<file path="config.mk">
export PLATFORM = sky130hd
export DESIGN_NAME = hazard_ctrl
export DESIGN_NICKNAME = d
export VERILOG_FILES = /design/src/rtl/hazard_ctrl.sv
export SDC_FILE = /design/constraint.sdc
export NUM_CORES = 1
export LEC_CHECK = 0
export BUFFER_PORTS_ARGS = -buffer_cell sky130_fd_sc_hd__buf_4
export CORE_MARGIN = 5
export CORE_UTILIZATION = 36
export DETAILED_ROUTE_END_ITERATION = 10
export PLACE_DENSITY = 0.75
export SYNTH_ARGS = -nofsm -noshare
export SYNTH_HDL_FRONTEND = slang
export SYNTH_SLANG_ARGS = --single-unit
</file>
<file path="constraint.sdc">
create_clock -name clk -period 1.6 [get_ports clk]
set_clock_uncertainty 0.05 [all_clocks]
set_input_delay 0.24 -clock clk [delete_from_list [all_inputs] [get_ports clk]]
set_output_delay 0.24 -clock clk [all_outputs]
set_load 0.02 [all_outputs]
</file>
<file path="src/rtl/hazard_ctrl.sv">
// Pipeline hazard controller: per-stage stall/flush for load-use, multi-cycle multiply,
// D-cache miss and taken branch. Optional stall-cycle perf counter under `HAZARD_PERF_EN.
module hazard_ctrl #(
  parameter int REG_W   = 5,
  parameter int MUL_LAT = 4,
  parameter int PERF_W  = 16
) (
  input  logic              clk,
  input  logic              rst_n,
  input  logic [REG_W-1:0]  rs1_D,
  input  logic [REG_W-1:0]  rs2_D,
  input  logic [REG_W-1:0]  rd_E,
  input  logic              memRead_E,
  input  logic              regWrite_E,
  input  logic              mulStart_E,
  input  logic              branchTaken_E,
  input  logic              dcacheMiss_M,
  input  logic              dcacheReady_M,
  output logic              stallF,
  output logic              stallD,
  output logic              stallE,
  output logic              stallM,
  output logic              flushD,
  output logic              flushE,
  output logic              flushM,
  output logic              flushW,
  output logic [1:0]        state_o,
  output logic [PERF_W-1:0] perf_stall_cnt
);

  localparam int CNT_W     = (MUL_LAT > 1) ? $clog2(MUL_LAT) : 1;
  localparam bit MUL_STALL = (MUL_LAT > 1);

  typedef enum logic [1:0] {
    RUN      = 2'b00,
    MUL_BUSY = 2'b01,
    MEM_WAIT = 2'b10
  } state_e;

  state_e           state_q, state_d;
  logic [CNT_W-1:0] cnt_q, cnt_d;

  logic stall_f, stall_d, stall_e, stall_m;
  logic flush_d, flush_e, flush_m, flush_w;
  logic load_use;

  assign load_use = memRead_E && regWrite_E && (rd_E != '0) &&
                    ((rd_E == rs1_D) || (rd_E == rs2_D));

  // NOTE: sequential state uses non-blocking assignments so every register samples
  // pre-edge values regardless of block ordering.
  always_ff @(posedge clk or negedge rst_n) begin
    if (!rst_n) begin
      state_q <= RUN;
      cnt_q   <= '0;
    end else begin
      state_q <= state_d;
      cnt_q   <= cnt_d;
    end
  end

  // NOTE: every signal written here gets a default first, so no path leaves one
  // unassigned and no latch is inferred.
  always_comb begin
    state_d = state_q;
    cnt_d   = cnt_q;
    stall_f = 1'b0;
    stall_d = 1'b0;
    stall_e = 1'b0;
    stall_m = 1'b0;
    flush_d = 1'b0;
    flush_e = 1'b0;
    flush_m = 1'b0;
    flush_w = 1'b0;

    case (state_q)
      RUN: begin
        if (dcacheMiss_M) begin
          // Holding E means branch/mul/load-use are re-evaluated once the miss clears.
          stall_f = 1'b1;
          stall_d = 1'b1;
          stall_e = 1'b1;
          stall_m = 1'b1;
          flush_w = 1'b1;
          state_d = MEM_WAIT;
        end else if (branchTaken_E) begin
          flush_d = 1'b1;
          flush_e = 1'b1;
        end else if (mulStart_E && MUL_STALL) begin
          stall_f = 1'b1;
          stall_d = 1'b1;
          stall_e = 1'b1;
          flush_m = 1'b1;
          cnt_d   = CNT_W'(MUL_LAT - 1);
          state_d = MUL_BUSY;
        end else if (load_use) begin
          stall_f = 1'b1;
          stall_d = 1'b1;
          flush_e = 1'b1;
        end
      end

      MUL_BUSY: begin
        stall_f = 1'b1;
        stall_d = 1'b1;
        stall_e = 1'b1;
        flush_m = 1'b1;
        cnt_d   = (cnt_q != '0) ? cnt_q - CNT_W'(1) : '0;
        if (cnt_q <= CNT_W'(1)) state_d = RUN;
      end

      MEM_WAIT: begin
        // A miss arriving with ready is dropped: M advances on the ready cycle.
        if (dcacheReady_M) begin
          state_d = RUN;
        end else begin
          stall_f = 1'b1;
          stall_d = 1'b1;
          stall_e = 1'b1;
          stall_m = 1'b1;
          flush_w = 1'b1;
        end
      end

      default: state_d = RUN;
    endcase
  end

  // Outputs are forced low while reset is asserted, independent of the clock.
  assign stallF  = rst_n & stall_f;
  assign stallD  = rst_n & stall_d;
  assign stallE  = rst_n & stall_e;
  assign stallM  = rst_n & stall_m;
  assign flushD  = rst_n & flush_d;
  assign flushE  = rst_n & flush_e;
  assign flushM  = rst_n & flush_m;
  assign flushW  = rst_n & flush_w;
  assign state_o = rst_n ? state_q : RUN;

`ifdef HAZARD_PERF_EN
  logic [PERF_W-1:0] perf_q;

  always_ff @(posedge clk or negedge rst_n) begin
    if (!rst_n) begin
      perf_q <= '0;
    end else if (stallF && (perf_q != '1)) begin
      perf_q <= perf_q + PERF_W'(1);
    end
  end

  assign perf_stall_cnt = perf_q;
`else
  assign perf_stall_cnt = '0;
`endif

endmodule

</file>
======== Word-level counts from Yosys, hierarchy flattened ========
Cells that the tools add are included.
word-level totals
  ROM bits ................................ 0
  bits in latches ......................... 0
  input port bits ......................... 23
  RAM bits ................................ 0
  word-level logic and storage cells ...... 64
  output and inout bits ................... 26
  memories ................................ 0
  flip-flop bits (word level) ............. 4
operators by class
  $add $sub $neg .......................... 1
  shift operators ......................... 0
  reduce and logical (&&, ||, !) cells .... 10
  div/mod/pow operators ................... 0
  mux-type cells .......................... 33
  bitwise logic cells ..................... 6
  eq/ne operators ......................... 11
  multipliers ............................. 0
  $lt $le $gt $ge ......................... 1
operators by type and width
  operator               count
  $mux W2                10
  $mux W1                17
  $eq A5 B5 Y1           2
  $ne A2 B2 Y1 const B   5
  $reduce_and A4 Y1      2
  $and A1 B1 Y1          6
  $ne A3 B3 Y1 const B   2
  $pmux W1 S3            2
  $pmux W2 S3            1
  $reduce_bool A5 Y1     1
  $pmux W1 S2            2
  $pmux W2 S2            1
  $reduce_bool A2 Y1     2
  $logic_and A1 B1 Y1    3
  $eq A2 B1 Y1 const B   1
  $eq A2 B2 Y1 const B   1
  $le A2 B1 Y1 const B   1
  $logic_not A2 Y1       1
  $sub A2 B1 Y2 const B  1
  $logic_or A1 B1 Y1     1

======== Logic depth before layout (Yosys ltp) ========
Gate-level depths: netlist (run 1).
  word-level depth ........................ 9
  mapped depth ............................ 6
  gate-level depth less buffers ........... 4

======== Worst setup path after synthesis (run 1) ========
No wires, ideal clock.
  path kind ............................... input to output
  start ................................... in rd_E[2]
  end ..................................... out stallF
  setup slack ............................. -506 ps
  stages .................................. 5
  arrival ................................. 1816 ps
  path buffers ............................ 1
  required time ........................... 1310 ps
  cell sequence ........................... xor2_1 -> nor3_1 -> a22oi_1 -> o41ai_1 -> buf_4
between the ends
  cells in the longest elaborated chain, start to end .. 9
  elaborated cells on any way between the ends .. 12
  classes of those cells .................. eq/ne (2); mux (5); bitwise (1); reduce/logical (4)
ends and longest elaborated chain
  what                                                       RTL line  source
  from (decl)                                                12        input logic [REG_W-1:0] rd_E,
  $eq A5 B5 Y1 or $reduce_bool A5 Y1 (tied branches)         48, 47
  $logic_or A1 B1 Y1 or $logic_and A1 B1 Y1 (tied branches)  48, 47
  $logic_and A1 B1 Y1 (*)                                    47        assign load_use = memRead_E && regWrite_E && (rd_E != '0) &&
  $mux W1 (*) (4 in a row)                                   n/a
  $pmux W1 S3 (*)                                            n/a
  $and A1 B1 Y1 (*)                                          n/a
  to (decl)                                                  19        output logic stallF,
Mark *: on every way between the ends. The rest lies on a longest branch, timed or not.

======== Final worst setup path (run 1) ========
  start ................................... reg state_q[1]
  end ..................................... out flushE
between the ends
  cells in the longest elaborated chain, start to end .. 3
ends and longest elaborated chain
  what                    RTL line  source
  from (decl)             40        state_e state_q, state_d;
  from (signal assigned)  57        state_q <= state_d;
  $logic_not A2 Y1        76        case (state_q)
  $mux W1                 76
  $and A1 B1 Y1           135       assign flushE = rst_n & flush_e;
  to (decl)               24        output logic flushE,
Every way passes these cells.

==> results of run 1 <==
==> worst max path at each step <==
stage	start	endpoint	slack, ps
floorplan	state_q[1]	flushE	-90
global placement	rd_E[1]	flushE	-180
detailed placement	rd_E[1]	flushE	-180
CTS	state_q[1]	flushE	-350
global route	state_q[1]	flushE	-420
finish	state_q[1]	flushE	-340
==> worst max-delay path, cell delays in order (launching register included) <==
cell       delay [ps]
dfrtp_1           400
nor2b_4           170
o2111ai_4         150
or4_1             430
o21bai_2          140
buf_6             130
==> repair_timing <==
item / 4_1_cts / 5_1_grt
hold endpoints to repair: 4 / 0
setup buffers: 2 / 1
pin swaps: 2 / 1
gates resized for setup: 16 / 2
endpoints found under the setup margin: 7 / 8
hold buffers: 1 / 0
==> state kept, by name (all words and copies together), names as in the netlist <==
register / cells
cnt_q: 2
state_q: 2
==> layer usage <==
| metal | up-vias | track usage, % | wire, um | share of wire [%] |
|---|---|---|---|---|
| met5 | - | 0 | 0 | 0 |
| met3 | 4 | 6.73 | 204 | 12 |
| met1 | 259 | 14.0 | 591 | 36 |
| met2 | 34 | 23.9 | 825 | 50 |
| met4 | 0 | 6.73 | 31 | 1.9 |
| li1 | 283 | - | - | - |
==> cells in the mapped netlist (all sizes together), types with 2 or more instances <==
cell,number,area [sq um]
buf,19,140
xor2,10,87.6
nor2,5,18.8
dfrtp,4,100
and2,3,18.8
nand2b,3,18.8
nor3,3,15.0
a21oi,2,10.0
inv,2,7.51
o21ai,2,10.0
or4,2,18.8
==> layout make-up <==
class | count | share of cell area (%)
Timing Repair Buffer | 46 | 39.4
Tap cell | 16 | 2.09
Multi-Input combinational cell | 57 | 44.8
Clock buffer | 3 | 2.35
Sequential cell | 4 | 10.6
Inverter | 2 | 0.783
==> through the flow <==
stage | util [%] | hold slack [ps] | total power (W) | TNS [ps] | cells
after global routing | 65.1 | 411 | 0.000913 | -2350 | 128
after floorplan | - | -106 | 0.000444 | -166 | 82
after global placement | 55.7 | 94.7 | 0.000588 | -377 | 121
after detailed placement | 55.7 | 98.0 | 0.000595 | -424 | 121
after CTS | 64.1 | 330 | 0.000834 | -1630 | 127
final | 65.1 | 334 | 0.000852 | -1780 | 128
==> logic make-up after synthesis <==
group           after synthesis  synth area share (%)
xor+xnor                     10                  16.1
buf+inv                      21                  27.1
flops                         4                  18.3
simple gates                 20                  22.7
compound gates               11                  15.1
other cells                   1                 0.687
==> power by group <==
group	switching, W	internal [W]	leakage (nW)	total [W]
combinational	0.000267	0.000282	0.427	0.000549
clock	0.0000423	0.0000840	0.0138	0.000126
sequential	0.0000372	0.000139	0.0449	0.000176
total	0.000347	0.000505	0.486	0.000852
==> results.cfg, run 1 <==
[place]
io_buffer_count = 32
hpwl_mm = 1.21
postPlaceCellArea_sq_um = 820
pre_cts_ws_ps = -183
gp_congestion = 0.737

[power]
power.density_nw_per_um2 = 889
vdd_drop_max_v = 0.000674
leakagePower_nw = 0.486

[floorplan]
boundaryPins = 49
die_w_um = 48.9
die_height_um = 48.9
coreArea_sq_um = 1470
dieArea_sq_um = 2390
rows = 14
start_util_pct = 37.1

[finish]
final_common_cell = buf_4
layout_common_cells = 37 x buf_4, 16 x conb_1, 10 x xor2_1, 8 x buf_6, 4 x nor2_1
finalNetCount = 137
nFillCells = 134
seq_area_sq_um = 101
area_delta_synth_final_pct = 75.7
final_layout_size_suffix_gt1_share_pct = 52.7
fin_area_sq_um = 958
multiInputGateArea_sq_um = 429
num_antenna_cells = 0

[logic_synthesis]
synth_area_sq_um = 546
synthCells = 67
synth_edf_count = 0
async_flop_share_pct = 100
synth-seq-cells = 4
ys_seq_area_share_pct = 18.3
yosys_warnings = 0
ys_types = 26
avgSynthCellArea_sq_um = 8.14
synthFlopType = dfrtp_1

[clocking]
clk_latency_ps = 240
htreeDepth = 1
clock-sinks = 4
cts.reportedPaths.clkPinSlew_ps = 40
cts_buffer_depth = 2
cts_tree = built
cts_root_buf = clkbuf_4
cts_inserted_buffers = 3

[critical_path]
critPathKind = reg -> out
arrival_ps = 1650
regToRegEndpoint = cnt_q[1]
startpoint_type = flop
cp_max_fo = 3
required_ps = 1310
end_kind = output pin
r2r-start = state_q[1]
reg2reg_depth = 5
r2r_slack_ps = 250

[sta]
setup_violations = 7
hold_viol_final = 0
report.final.slew_viol_count = 0
rsz0062_at_grt = yes
worst_slack_ps = -344
fin_crit_ps = 1940
min_period_over_period_pct = 122
fmax_mhz = 514

[detailed_routing]
postRouteAntennaNets = 0
drc = 0
drt_iter0_drc = 4
viasPerCell = 4.53
detail_route.first_pass.iterations = 4
wl_per_cell_um = 12.9
drt-total-wl_mm = 1.65
vias = 580

[global_route]
antenna_found_initial = 0
grt_pass1_wl_mm = 2.59
grt_pass1_vias = 588
track_usage_pct = 14.0
grt_overflow = 0
grt_max_degree = 8

[min_path]
hp-class = in -> reg
holdPathStages = 4
min_to = state_q[0]
min_from = dcacheMiss_M

[status]
violations = negative setup slack
status = finished with violations

[flow_run]
cap_violations = 0
Power figures use the tool's default switching activity.
==> inputs of run 2 (changes only) <==
--- a/config.mk
+++ b/config.mk
@@ -5,11 +5,13 @@
 export SDC_FILE = /design/constraint.sdc
 export NUM_CORES = 1
 export LEC_CHECK = 0
+export ABC_AREA = 1
 export BUFFER_PORTS_ARGS = -buffer_cell sky130_fd_sc_hd__buf_4
-export CORE_MARGIN = 5
-export CORE_UTILIZATION = 36
+export CORE_MARGIN = 2
+export CORE_UTILIZATION = 38
 export DETAILED_ROUTE_END_ITERATION = 10
 export PLACE_DENSITY = 0.75
+export REMOVE_ABC_BUFFERS = 1
 export SYNTH_ARGS = -nofsm -noshare
 export SYNTH_HDL_FRONTEND = slang
 export SYNTH_SLANG_ARGS = --single-unit
==> run 2 against run 1 <==
Effect of this change:
- the run still ends with negative setup slack left
- synthesized area rose by 14%
- clock power barely moved
- flip-flop and latch count did not move
- synthesized cell count rose by 63%
- largest cell class unchanged
- die area fell by 18%
==> results.cfg, run 2 <==
[status]
status = finished with violations
violations = negative setup slack

[global_route]
grt_pass1_vias = 682
antenna_found_initial = 0
grt_max_degree = 8
grt_overflow = 0
track_usage_pct = 18.1
grt_pass1_wl_mm = 2.66

[critical_path]
end_kind = output pin
arrival_ps = 1360
r2r_slack_ps = 230
startpoint_type = flop
reg2reg_depth = 6
required_ps = 1310
critPathKind = reg -> out
cp_max_fo = 4

[clocking]
htreeDepth = 1
clk_latency_ps = 240
cts_tree = built
cts.reportedPaths.clkPinSlew_ps = 40
cts_buffer_depth = 2
cts_inserted_buffers = 3
clock-sinks = 4
cts_root_buf = clkbuf_4

[place]
pre_cts_ws_ps = 131
gp_congestion = 0.853
hpwl_mm = 1.18
io_buffer_count = 32
postPlaceCellArea_sq_um = 801

[finish]
multiInputGateArea_sq_um = 399
num_antenna_cells = 0
fin_area_sq_um = 960
final_layout_size_suffix_gt1_share_pct = 45.6
top_regs = cnt_q x2, state_q x2
seq_area_sq_um = 103
layout_common_cells = 33 x buf_4, 26 x nand2_1, 16 x conb_1, 15 x inv_1
nFillCells = 145
final_common_cell = buf_4
area_delta_synth_final_pct = 54.9
finalNetCount = 174

[sta]
setup_violations = 7
min_period_over_period_pct = 103
fin_crit_ps = 1650
rsz0062_at_grt = yes
fmax_mhz = 607
hold_viol_final = 0
report.final.slew_viol_count = 0
worst_slack_ps = -48.8

[logic_synthesis]
synth_edf_count = 0
synth_most_common_cell = nand2_1
synthCells = 109
synth-seq-cells = 4
synth_top_area_share_pct = 21.8
ys_seq_area_share_pct = 16.2
yosys.area.top_type = buf_4
avgSynthCellArea_sq_um = 5.68
synth_common_cells = 28 x nand2_1, 18 x buf_4, 16 x inv_1
yosys_warnings = 0
synthTopCellsByArea = buf_4 22%, nand2_1 17%, dfrtp_1 16%
synthFlopType = dfrtp_1
async_flop_share_pct = 100
ys_types = 19
synth_area_sq_um = 619

[power]
pwr-share-seq_pct = 22.2
finalPower_w = 0.000844
vdd_drop_max_v = 0.000803
p_int_w = 0.000464
p_clk_share_pct = 14.9
comb_power_share_pct = 62.9
power.density_nw_per_um2 = 880
swShare_pct = 45.0
power.switching_w = 0.000380
leakagePower_nw = 0.584

[floorplan]
start_util_pct = 40.6
die_height_um = 44.4
rows = 14
die_w_um = 44.4
boundaryPins = 49
coreArea_sq_um = 1520
dieArea_sq_um = 1970

[detailed_routing]
postRouteAntennaNets = 0
detail_route.first_pass.iterations = 6
viasPerCell = 4.41
drt-total-wl_mm = 1.60
vias = 728
wl_per_cell_um = 9.67
drt_iter0_drc = 4
drc = 0

[min_path]
holdPathStages = 3
hp-class = in -> reg

[flow_run]
cap_violations = 0
==> run 2: cell types whose count changed in the layout (fill, tap and decap cells not counted), sizes merged, moves of 3 or more <==
cell    before  now
inv          2   24
nand3        0    4
nor2         5   13
xor2        10    0
nand2        0   30
and2         3    0
nand2b       3    0
buf         45   39
o21ai        2    5
==> run 2: cell type report <==
cell class,count,share of cell area (%)
inverter,24,9.39
sequential,4,10.7
multi-input combinational,78,41.6
clock buffer,3,2.35
tap,16,2.09
timing repair buffer,40,33.9
==> run 2: repair_timing <==
| action | CTS | global route |
|---|---|---|
| endpoints found under the hold margin | 4 | 0 |
| setup endpoints to repair | 6 | 8 |
| pin swaps | 4 | 4 |
| hold buffers | 1 | 0 |
| buffers inserted | 4 | 3 |
| resized for setup | 10 | 11 |
==> run 2: final timing paths <==
check | start | endpoint
max in group asynchronous | rst_n | state_q[0]
min in group asynchronous | rst_n | state_q[1]
max reg2reg | state_q[1] | cnt_q[0]
min reg2reg | cnt_q[1] | state_q[0]
min | dcacheReady_M | state_q[1]
max | state_q[1] | flushM
==> run 2: critical path: stages (launching register included) <==
cell     delay [ps]
dfrtp_2         440
nor2_4          170
nand2_2          90
nor2_4          100
inv_2            50
a21oi_2         110
buf_4           150
==> run 2: cells by family (layout without fill, tap and decap cells) <==
kind of cell / Yosys count / in the layout / share of synthesized area [%]
AO/OA/AOI/OAI: 9 / 9 / 9.09
other: 1 / 16 / 0.605
XOR/XNOR: 2 / 2 / 2.83
buffers and inverters: 42 / 67 / 36.4
flip-flops: 4 / 4 / 16.2
AND/OR/NAND/NOR: 51 / 51 / 34.9
==> run 2: layer usage <==
layer,track usage [%],part of all wire (%),wire length (um)
met1,21.0,40,646
met2,32.4,51,819
met3,6.12,8.0,127
met4,3.64,0.13,2
met5,0,0,0
==> run 2: through the flow <==
stage / setup TNS [ps] / instances / hold WS, ps / utilization [%]
3_3_place_gp: 0 / 154 / 10.2 / 52.5
2_1_floorplan: 0 / 106 / -106 / -
3_5_place_dp: 0 / 154 / 10.1 / 52.5
4_1_cts: -177 / 162 / 266 / 58.9
5_1_grt: -820 / 165 / 311 / 63.0
6_report: -270 / 165 / 287 / 63.0
==> run 2: power by group through the flow <==
stage / Sequential [W] / Clock [W] / Combinational, W
after floorplan: 0.000165 / 0 / 0.000251
after global placement: 0.000168 / 0 / 0.000390
after detailed placement: 0.000172 / 0 / 0.000403
after CTS: 0.000178 / 0.000128 / 0.000473
after global routing: 0.000193 / 0.000133 / 0.000582
final: 0.000187 / 0.000126 / 0.000531
==> inputs of run 3 (changes only) <==
--- a/config.mk
+++ b/config.mk
@@ -8,9 +8,9 @@
 export ABC_AREA = 1
 export BUFFER_PORTS_ARGS = -buffer_cell sky130_fd_sc_hd__buf_4
 export CORE_MARGIN = 2
-export CORE_UTILIZATION = 38
+export CORE_UTILIZATION = 35
 export DETAILED_ROUTE_END_ITERATION = 10
-export PLACE_DENSITY = 0.75
+export PLACE_DENSITY = 0.73
 export REMOVE_ABC_BUFFERS = 1
 export SYNTH_ARGS = -nofsm -noshare
 export SYNTH_HDL_FRONTEND = slang
==> constraint.sdc (replaced) <==
create_clock -name clk -period 1.5 [get_ports clk]
set_clock_uncertainty 0.05 [all_clocks]
set_input_delay 0.225 -clock clk [delete_from_list [all_inputs] [get_ports clk]]
set_output_delay 0.225 -clock clk [all_outputs]
set_load 0.02 [all_outputs]
==> run 3 against run 2 <==
Effect of this change:
- the flow still finishes with violations (negative setup slack)
- core utilization decreased by 6.5 points
- flip-flop and latch count unchanged
- worst hold slack improved by 1.4 ps
- critical path type unchanged
- largest cell class unchanged
==> results.cfg, run 3 (synthesis results as in run 2) <==
[power]
power.switching_w = 0.000410
leakagePower_nw = 0.579
p_int_w = 0.000497
finalPower_w = 0.000908
swShare_pct = 45.2
p_clk_share_pct = 14.2
pwr-share-seq_pct = 21.2
vdd_drop_max_v = 0.000586
comb_power_share_pct = 64.6
power.density_nw_per_um2 = 952

[floorplan]
die_height_um = 46.1
start_util_pct = 36.7
boundaryPins = 49
rows = 15
dieArea_sq_um = 2120
die_w_um = 46.1
coreArea_sq_um = 1690

[min_path]
hp-class = in -> reg

[detailed_routing]
detail_route.first_pass.iterations = 4
drc = 0
drt-total-wl_mm = 1.72
drt_iter0_drc = 11
postRouteAntennaNets = 0
viasPerCell = 4.47
vias = 733
wl_per_cell_um = 10.5

[sta]
hold_viol_final = 0
fmax_mhz = 599
fin_crit_ps = 1670
min_period_over_period_pct = 111
report.final.slew_viol_count = 0
worst_slack_ps = -168
setup_violations = 8
rsz0062_at_grt = yes
hold_slack_ps = 288

[global_route]
grt_pass1_vias = 610
antenna_found_initial = 0
grt_pass1_wl_mm = 2.42
grt_overflow = 0
track_usage_pct = 16.2
grt_max_degree = 8

[status]
status = finished with violations
violations = negative setup slack

[critical_path]
required_ps = 1220
arrival_ps = 1390
startpoint_type = flop
cp_max_fo = 4
critPathKind = reg -> out
end_kind = output pin

[clocking]
cts_root_buf = clkbuf_4
cts.reportedPaths.clkPinSlew_ps = 40
cts_inserted_buffers = 3
cts_buffer_depth = 2
htreeDepth = 1
clk_latency_ps = 230
clock-sinks = 4
cts_tree = built

[finish]
num_antenna_cells = 0
area_delta_synth_final_pct = 53.9
top_regs = cnt_q x2, state_q x2
finalNetCount = 172
final_layout_size_suffix_gt1_share_pct = 43.5
layout_common_cells = 29 x buf_4, 27 x nand2_1, 16 x conb_1, 15 x inv_1
final_common_cell = buf_4

[place]
hpwl_mm = 1.23
io_buffer_count = 32
gp_congestion = 0.755

[flow_run]
cap_violations = 0
==> run 3: final cells by class <==
type,instances,area [sq um]
fillers,156,736
repair buffers,38,318
multi-input cells,78,400
flip-flops and latches,4,101
inverters,24,90.1
well taps,17,21.3
clock buffers,3,22.5
==> run 3: worst paths after layout <==
kind                               startpoint          to  slack (ps)  cells past startpoint
worst max register to register     state_q[1]    cnt_q[1]         190                      6
max in group asynchronous               rst_n  state_q[1]         820                      2
worst max-delay path               state_q[1]      flushM        -170                      6
worst min register to register       cnt_q[0]    cnt_q[0]         440                      1
worst min-delay path            dcacheReady_M  state_q[1]         290                      3
min in group asynchronous               rst_n  state_q[0]         380                      2
==> run 3: critical path, stage by stage (launching register included) <==
cell and delay, ps:
dfrtp_2 430, nor2_4 170, nand2_2 90, nor2_4 110, inv_2 60, a21oi_2 140
buf_4 160
==> run 3: metal layers <==
layer / up-vias / track usage (%) / routed length [um]
li1: 365 / - / -
met4: 0 / 3.43 / 37
met1: 325 / 14.7 / 635
met3: 4 / 5.10 / 102
met2: 39 / 33.6 / 945
met5: - / 0 / 0
==> run 3: timing repair <==
| action | 4_1_cts | 5_1_grt |
|---|---|---|
| setup buffers | 2 | 3 |
| setup endpoints to repair | 8 | 8 |
| pin swaps | 4 | 5 |
| hold buffers | 1 | 0 |
| endpoints found under the hold margin | 4 | 0 |
| resized for setup | 12 | 10 |
| gates cloned | 0 | 0 |
==> run 3: metrics by stage <==
step	area [sq um]	TNS [ps]	util [%]	std cells	setup slack (ps)
after floorplan	541	-141	-	106	-70.6
after global placement	802	0	47.5	155	108
after detailed placement	802	0	47.5	155	78.3
after CTS	891	-822	52.7	161	-126
after global routing	953	-1630	56.4	164	-226
final	953	-1100	56.4	164	-168
==> run 3: power by group through the flow <==
stage / registers, W / clock network, W / logic (W)
final: 0.000193 / 0.000129 / 0.000586
after global routing: 0.000193 / 0.000150 / 0.000632
after CTS: 0.000191 / 0.000137 / 0.000496
after detailed placement: 0.000183 / 0 / 0.000426
after global placement: 0.000179 / 0 / 0.000416
after floorplan: 0.000176 / 0 / 0.000268
